--- src/rtl/inst_sram_ctrl.sv ---
`default_nettype none
// ============================================================================
//  Module      : inst_sram_ctrl
//  Description : Instruction-side controller for the off-chip base SRAM.
//                Turns the PC stage's single-cycle request into a multi-cycle
//                asynchronous SRAM read or write. It holds the pipeline stalled
//                until the access completes and presents the fetched word on
//                inst_o.
//                Optional macro SRAM_FETCH_BYPASS_EN adds a one-entry
//                last-read buffer. A read that hits this buffer skips the
//                SRAM cycle.
//  Revision    : 1.0 - initial release
// ============================================================================
module inst_sram_ctrl #(
    parameter int ADDR_W     = 20,
    parameter int READ_WAIT  = 1,
    parameter int WRITE_WAIT = 2
) (
    input  logic              clk,
    input  logic              rst,
    input  logic              ce_i,
    input  logic              op_i,
    input  logic [31:0]       addr_i,
    input  logic [31:0]       wr_data_i,
    output logic [31:0]       inst_o,
    output logic              stallreq_o,
    output logic [ADDR_W-1:0] sram_addr_o,
    input  logic [31:0]       sram_data_i,
    output logic [31:0]       sram_data_o,
    output logic              sram_data_oe,
    output logic              sram_ce_n,
    output logic              sram_oe_n,
    output logic              sram_we_n,
    output logic [3:0]        sram_be_n
);

    localparam logic [2:0] c_ST_IDLE  = 3'd0;
    localparam logic [2:0] c_ST_READ  = 3'd1;
    localparam logic [2:0] c_ST_WRITE = 3'd2;
    localparam logic [2:0] c_ST_WREC  = 3'd3;
    localparam logic [2:0] c_ST_DONE  = 3'd4;

    // The write counter starts one lower because the last WE_n-low cycle is
    // the one that sees cnt == 0.
    localparam logic [2:0] c_RD_CNT = 3'(READ_WAIT);
    localparam logic [2:0] c_WR_CNT = 3'(WRITE_WAIT - 1);

    logic [2:0]        r_state;
    logic [2:0]        w_state_nxt;
    logic [2:0]        r_cnt;
    logic [ADDR_W-1:0] w_word_addr;
    logic              w_hit;
    logic [31:0]       w_buf_data;
    logic              w_unused_addr;

    assign w_word_addr   = addr_i[ADDR_W+1:2];
    assign w_unused_addr = ^{addr_i[31:ADDR_W+2], addr_i[1:0]};

`ifdef SRAM_FETCH_BYPASS_EN
    logic              r_buf_valid;
    logic [ADDR_W-1:0] r_buf_tag;
    logic [31:0]       r_buf_data;

    assign w_hit      = r_buf_valid && !op_i && (r_buf_tag == w_word_addr);
    assign w_buf_data = r_buf_data;

    // Keep a copy of the last word read from SRAM, and keep it coherent with
    // writes to the same word.
    always_ff @(posedge clk) begin
        if (rst) begin
            r_buf_valid <= 1'b0;
            r_buf_tag   <= '0;
            r_buf_data  <= '0;
        end else if (r_state == c_ST_READ && r_cnt == 3'd0) begin
            r_buf_valid <= 1'b1;
            r_buf_tag   <= sram_addr_o;
            r_buf_data  <= sram_data_i;
        end else if (r_state == c_ST_WREC && r_buf_valid && r_buf_tag == sram_addr_o) begin
            r_buf_data  <= sram_data_o;
        end
    end
`else
    assign w_hit      = 1'b0;
    assign w_buf_data = '0;
`endif

    // State register
    always_ff @(posedge clk) begin
        if (rst) begin
            r_state <= c_ST_IDLE;
        end else begin
            r_state <= w_state_nxt;
        end
    end

    // Next-state decode
    always_comb begin
        w_state_nxt = r_state;
        case (r_state)
            c_ST_IDLE: begin
                if (ce_i) begin
                    if (op_i) begin
                        w_state_nxt = c_ST_WRITE;
                    end else if (w_hit) begin
                        w_state_nxt = c_ST_DONE;
                    end else begin
                        w_state_nxt = c_ST_READ;
                    end
                end
            end
            c_ST_READ: begin
                if (r_cnt == 3'd0) begin
                    w_state_nxt = c_ST_DONE;
                end
            end
            c_ST_WRITE: begin
                if (r_cnt == 3'd0) begin
                    w_state_nxt = c_ST_WREC;
                end
            end
            c_ST_WREC: w_state_nxt = c_ST_DONE;
            c_ST_DONE: w_state_nxt = c_ST_IDLE;
            default:   w_state_nxt = c_ST_IDLE;
        endcase
    end

    // Datapath: latch the request on accept, run the wait counter, capture read data
    always_ff @(posedge clk) begin
        if (rst) begin
            r_cnt       <= 3'd0;
            inst_o      <= '0;
            sram_addr_o <= '0;
            sram_data_o <= '0;
        end else begin
            case (r_state)
                c_ST_IDLE: begin
                    if (ce_i) begin
                        sram_addr_o <= w_word_addr;
                        sram_data_o <= wr_data_i;
                        r_cnt       <= op_i ? c_WR_CNT : c_RD_CNT;
                        if (w_hit) begin
                            inst_o <= w_buf_data;
                        end
                    end else begin
                        inst_o <= '0;
                    end
                end
                c_ST_READ: begin
                    if (r_cnt != 3'd0) begin
                        r_cnt <= r_cnt - 3'd1;
                    end else begin
                        inst_o <= sram_data_i;
                    end
                end
                c_ST_WRITE: begin
                    if (r_cnt != 3'd0) begin
                        r_cnt <= r_cnt - 3'd1;
                    end
                end
                default: begin
                end
            endcase
        end
    end

    // SRAM strobes and stall request, decoded from state (accept-cycle stall is combinational)
    always_comb begin
        sram_ce_n    = 1'b1;
        sram_oe_n    = 1'b1;
        sram_we_n    = 1'b1;
        sram_data_oe = 1'b0;
        stallreq_o   = 1'b0;
        case (r_state)
            c_ST_IDLE: begin
                stallreq_o = ce_i && !rst;
            end
            c_ST_READ: begin
                sram_ce_n  = 1'b0;
                sram_oe_n  = 1'b0;
                stallreq_o = 1'b1;
            end
            c_ST_WRITE: begin
                sram_ce_n    = 1'b0;
                sram_we_n    = 1'b0;
                sram_data_oe = 1'b1;
                stallreq_o   = 1'b1;
            end
            c_ST_WREC: begin
                // WE_n rises while data is still driven, giving hold time
                sram_ce_n    = 1'b0;
                sram_data_oe = 1'b1;
                stallreq_o   = 1'b1;
            end
            default: begin
            end
        endcase
        sram_be_n = sram_ce_n ? 4'hF : 4'h0;
    end

endmodule
`default_nettype wire

--- config.mk ---
export PLATFORM = sky130hd
export DESIGN_NAME = inst_sram_ctrl
export DESIGN_NICKNAME = d
export VERILOG_FILES = /design/src/rtl/inst_sram_ctrl.sv
export SDC_FILE = /design/constraint.sdc
export NUM_CORES = 1
export LEC_CHECK = 0
export BUFFER_PORTS_ARGS = -buffer_cell sky130_fd_sc_hd__buf_2
export CAP_MARGIN = 20
export CORE_MARGIN = 2
export CORE_UTILIZATION = 34
export DETAILED_ROUTE_END_ITERATION = 12
export GPL_TIMING_DRIVEN = 1
export HOLD_SLACK_MARGIN = 0.05
export MAX_ROUTING_LAYER = met4
export PLACE_DENSITY = 0.73
export SYNTH_ARGS = -nofsm -noshare
export SYNTH_HDL_FRONTEND = slang
export SYNTH_SLANG_ARGS = --single-unit
export TNS_END_PERCENT = 5
--- constraint.sdc ---
create_clock -name clk -period 1.88 [get_ports clk]
set_input_delay 0.094 -clock clk [delete_from_list [all_inputs] [get_ports clk]]
set_output_delay 0.094 -clock clk [all_outputs]
set_load 0.005 [all_outputs]
==> flow_summary_export.csv <==
group,metric,value,unit
synth,yosysSeqAreaShare,49.2,%
global_route,antenna_found_initial,0,
timing,whs,0.174,ns
synth,avgSynthCellArea,8.70,sq um
timing,max_freq,582,MHz
synth,synth_simple_gate_area_share,23.5,%
die,die_w,108,um
worst_setup_path,critPathRequiredTime,1.79,ns
cts,cts-root-buf,"clkbuf_8",
cts,cts_max_level,3,
worst_setup_path,crit_path_end_kind,"primary output",
placement,place_area,4580,sq um
power,cellPowerDensity,1180,nW/um^2
synth,yosys-top-cells-area,"dfxtp_1 (49%), nand2_1 (14%), mux2i_1 (8.7%)",
timing,finalHoldViolCount,0,
routing,firstDrtPassIters,7,
cts,clockBufferDepth,2,
routing,totalWireLength,11.3,mm
placement,gp_congestion,0.801,
cts,cts_made_buffers,9,
placement,dp_hpwl,6.61,mm
cts,clk_latency,0.35,ns
job,drv_cap,0,
timing,fin_crit,1.72,ns
cts,postCtsSetupRepairBufs,0,
global_route,grt_max_degree,58,
power,finalPower,6.70,mW
timing,setup_violations,0,
routing,route.detailed.drc,0,
synth,synth-seq-cells,90,
synth,yosys.area_share.adder,0.683,%
run_status,outcome,"finished, final reports clean",
layout,nets,774,
synth,synth_top_area_cell,"dfxtp_1",
die,fp.dieH,108,um
die,initial_core_util,35.3,%
synth,synth_xor_area_share,0.478,%
global_route,overflow,0,
routing,viasPerCell,4.77,
worst_setup_path,slowest_stage,"o21ai_0",
worst_hold_path,hp-class,"in -> reg",
synth,syn_inst,421,
placement,port_buffers,180,
synth,netlist_top_cells_count,"nand2_1 (137), dfxtp_1 (90), a21oi_1 (53)",
global_route,groute.usage.overall,19.3,%
die,rows,37,
worst_setup_path,worst-path-buf-inv,2,
timing,tightest_slew,0.503,ns
global_route,grt_pass1_wl,17.3,mm
timing,setup_tns,0,ns
routing,wire_per_inst,13.9,um
die,num_io_pins,193,
layout,drive_gt1_share,30.7,%
timing,fin_crit_sh,91.4,%
layout,fillCellCount,912,
synth,synth-compound-area-share,9.81,%
layout,layout.area.seq,1800,sq um
synth,synth-main-ff-cell,"dfxtp_1",
timing,rsz0062_at_grt,"false",
worst_setup_path,cp_max_fo,10,
synth,synth_edf_count,0,
die,core,10400,sq um
layout,fin_util,54.6,%
worst_setup_path,crit_path_cell_trace,"buf_4, o21ai_0, o21ai_1, buf_2",
synth,ys_types,34,
timing,max_slew_margin,66.1,%
synth,syn_nets,523,
global_route,grt_pass1_vias,3634,
synth,synth.top_cell.area_share,49.2,%
synth,synth_mux_area_share,8.75,%
die,dieArea,11600,sq um
timing,drv_slew,0,
layout,multi_input_area,1610,sq um
layout,syn_to_final_growth,54.6,%
routing,ant_nets,0,
power,cellLeakagePower,2.65,nW
synth,yosys_warnings,0,
timing,final.setup_skew,0.00815,ns
synth,synth_top_family_by_area,"simple AND/OR/NAND/NOR gates",
worst_setup_path,cp-start-kind,"flop",
synth,synth.most_common_cell,"nand2_1",
synth,async_flop_share,0,%
layout,final_area,5660,sq um
worst_setup_path,path_class,"reg -> out",
routing,vias,3877,
worst_setup_path,crit_family,"compound AO/OA/AOI/OAI gates",
cts,path_clk_slew,0.08,ns
cts,cts_tree,"built",
cts,clock_sinks,90,
synth,syn-cell-area,3660,sq um
power,vdd_ir_drop_max,1.06,mV
routing,drtIter0Drc,320,
worst_setup_path,slowest_delay,0.42,ns
worst_setup_path,worstPathArrival,1.62,ns
where the power goes:
part | switching (mW) | internal (mW)
Combinational | 1.51 | 1.24
Clock | 0.636 | 0.871
Sequential | 0.194 | 2.26
Total | 2.34 | 4.36
metrics by stage:
step | setup slack, ns | cells
detailed placement | 0.210 | 712
floorplan | 0.420 | 421
global placement | 0.253 | 712
CTS | 0.0430 | 811
finish | 0.162 | 813
global route | 0.00533 | 811
state kept, by name, indices dropped and copies added, names as in the netlist:
register	flops
inst_o	32
sram_data_o	32
sram_addr_o	20
r_cnt	3
r_state	3
final cells by class:
cell class | instances | area share (%)
Tap cell | 136 | 3.00
Sequential cell | 90 | 31.8
Inverter | 3 | 0.199
Multi-Input combinational cell | 292 | 28.4
Clock buffer | 11 | 2.32
Timing Repair Buffer | 276 | 32.6
Clock inverter | 3 | 1.59
Antenna cell | 2 | 0.0884
worst reg2reg max path: stages (launching register included):
cell,delay [ns]
dfxtp_1,0.38
buf_4,0.20
or2_0,0.22
a211o_2,0.35
buf_12,0.19
mux2i_1,0.23
layer usage:
metal  global-route usage [%]  part of all wire, %  vias up
li1                         -                    -     1868
met1                     20.5                   38     1801
met2                     34.3                   53      171
met3                     3.87                  5.6       37
met4                     8.88                  3.2        0
met5                        -                    0        -
path summary, 6_finish.rpt:
path / startpoint / endpoint / slack (ns) / depth (start not counted)
setup / recovery: r_state[0] / stallreq_o / 0.16 / 4
hold / removal: rst / r_state[0] / 0.17 / 4
setup reg to reg: r_state[0] / inst_o[17] / 0.23 / 5
hold reg to reg: sram_data_o[17] / sram_data_o[17] / 0.45 / 2
repair_timing:
| item | CTS | global route |
|---|---|---|
| gates resized for setup | 0 | 1 |
| endpoints found under the setup margin | 0 | 1 |
| hold buffers | 85 | 0 |
| endpoints found under the hold margin | 86 | 0 |
cell usage in the layout (no fill, tap or decap), types with 2 or more instances in the layout:
cell / count
nor4b_4: 2
nand3_1: 4
bufinv_16: 3
mux2i_1: 32
a211oi_1: 2
dlygate4sd3_1: 85
ha_1: 2
a21oi_1: 53
clkbuf_8: 9
nand2_1: 137
clkbuf_1: 2
nor2b_1: 3
o21ai_0: 3
nor2_1: 2
nand2b_1: 35
dfxtp_1: 90
buf_2: 180
inv_1: 3
buf_4: 10
diode_2: 2
cell families after synthesis:
logic type | Yosys count
mux | 32
fa+ha+maj | 2
xor+xnor | 2
simple gates | 190
buf+inv | 39
compound gates | 66
flops | 90
(Power assumes the default switching activity.)
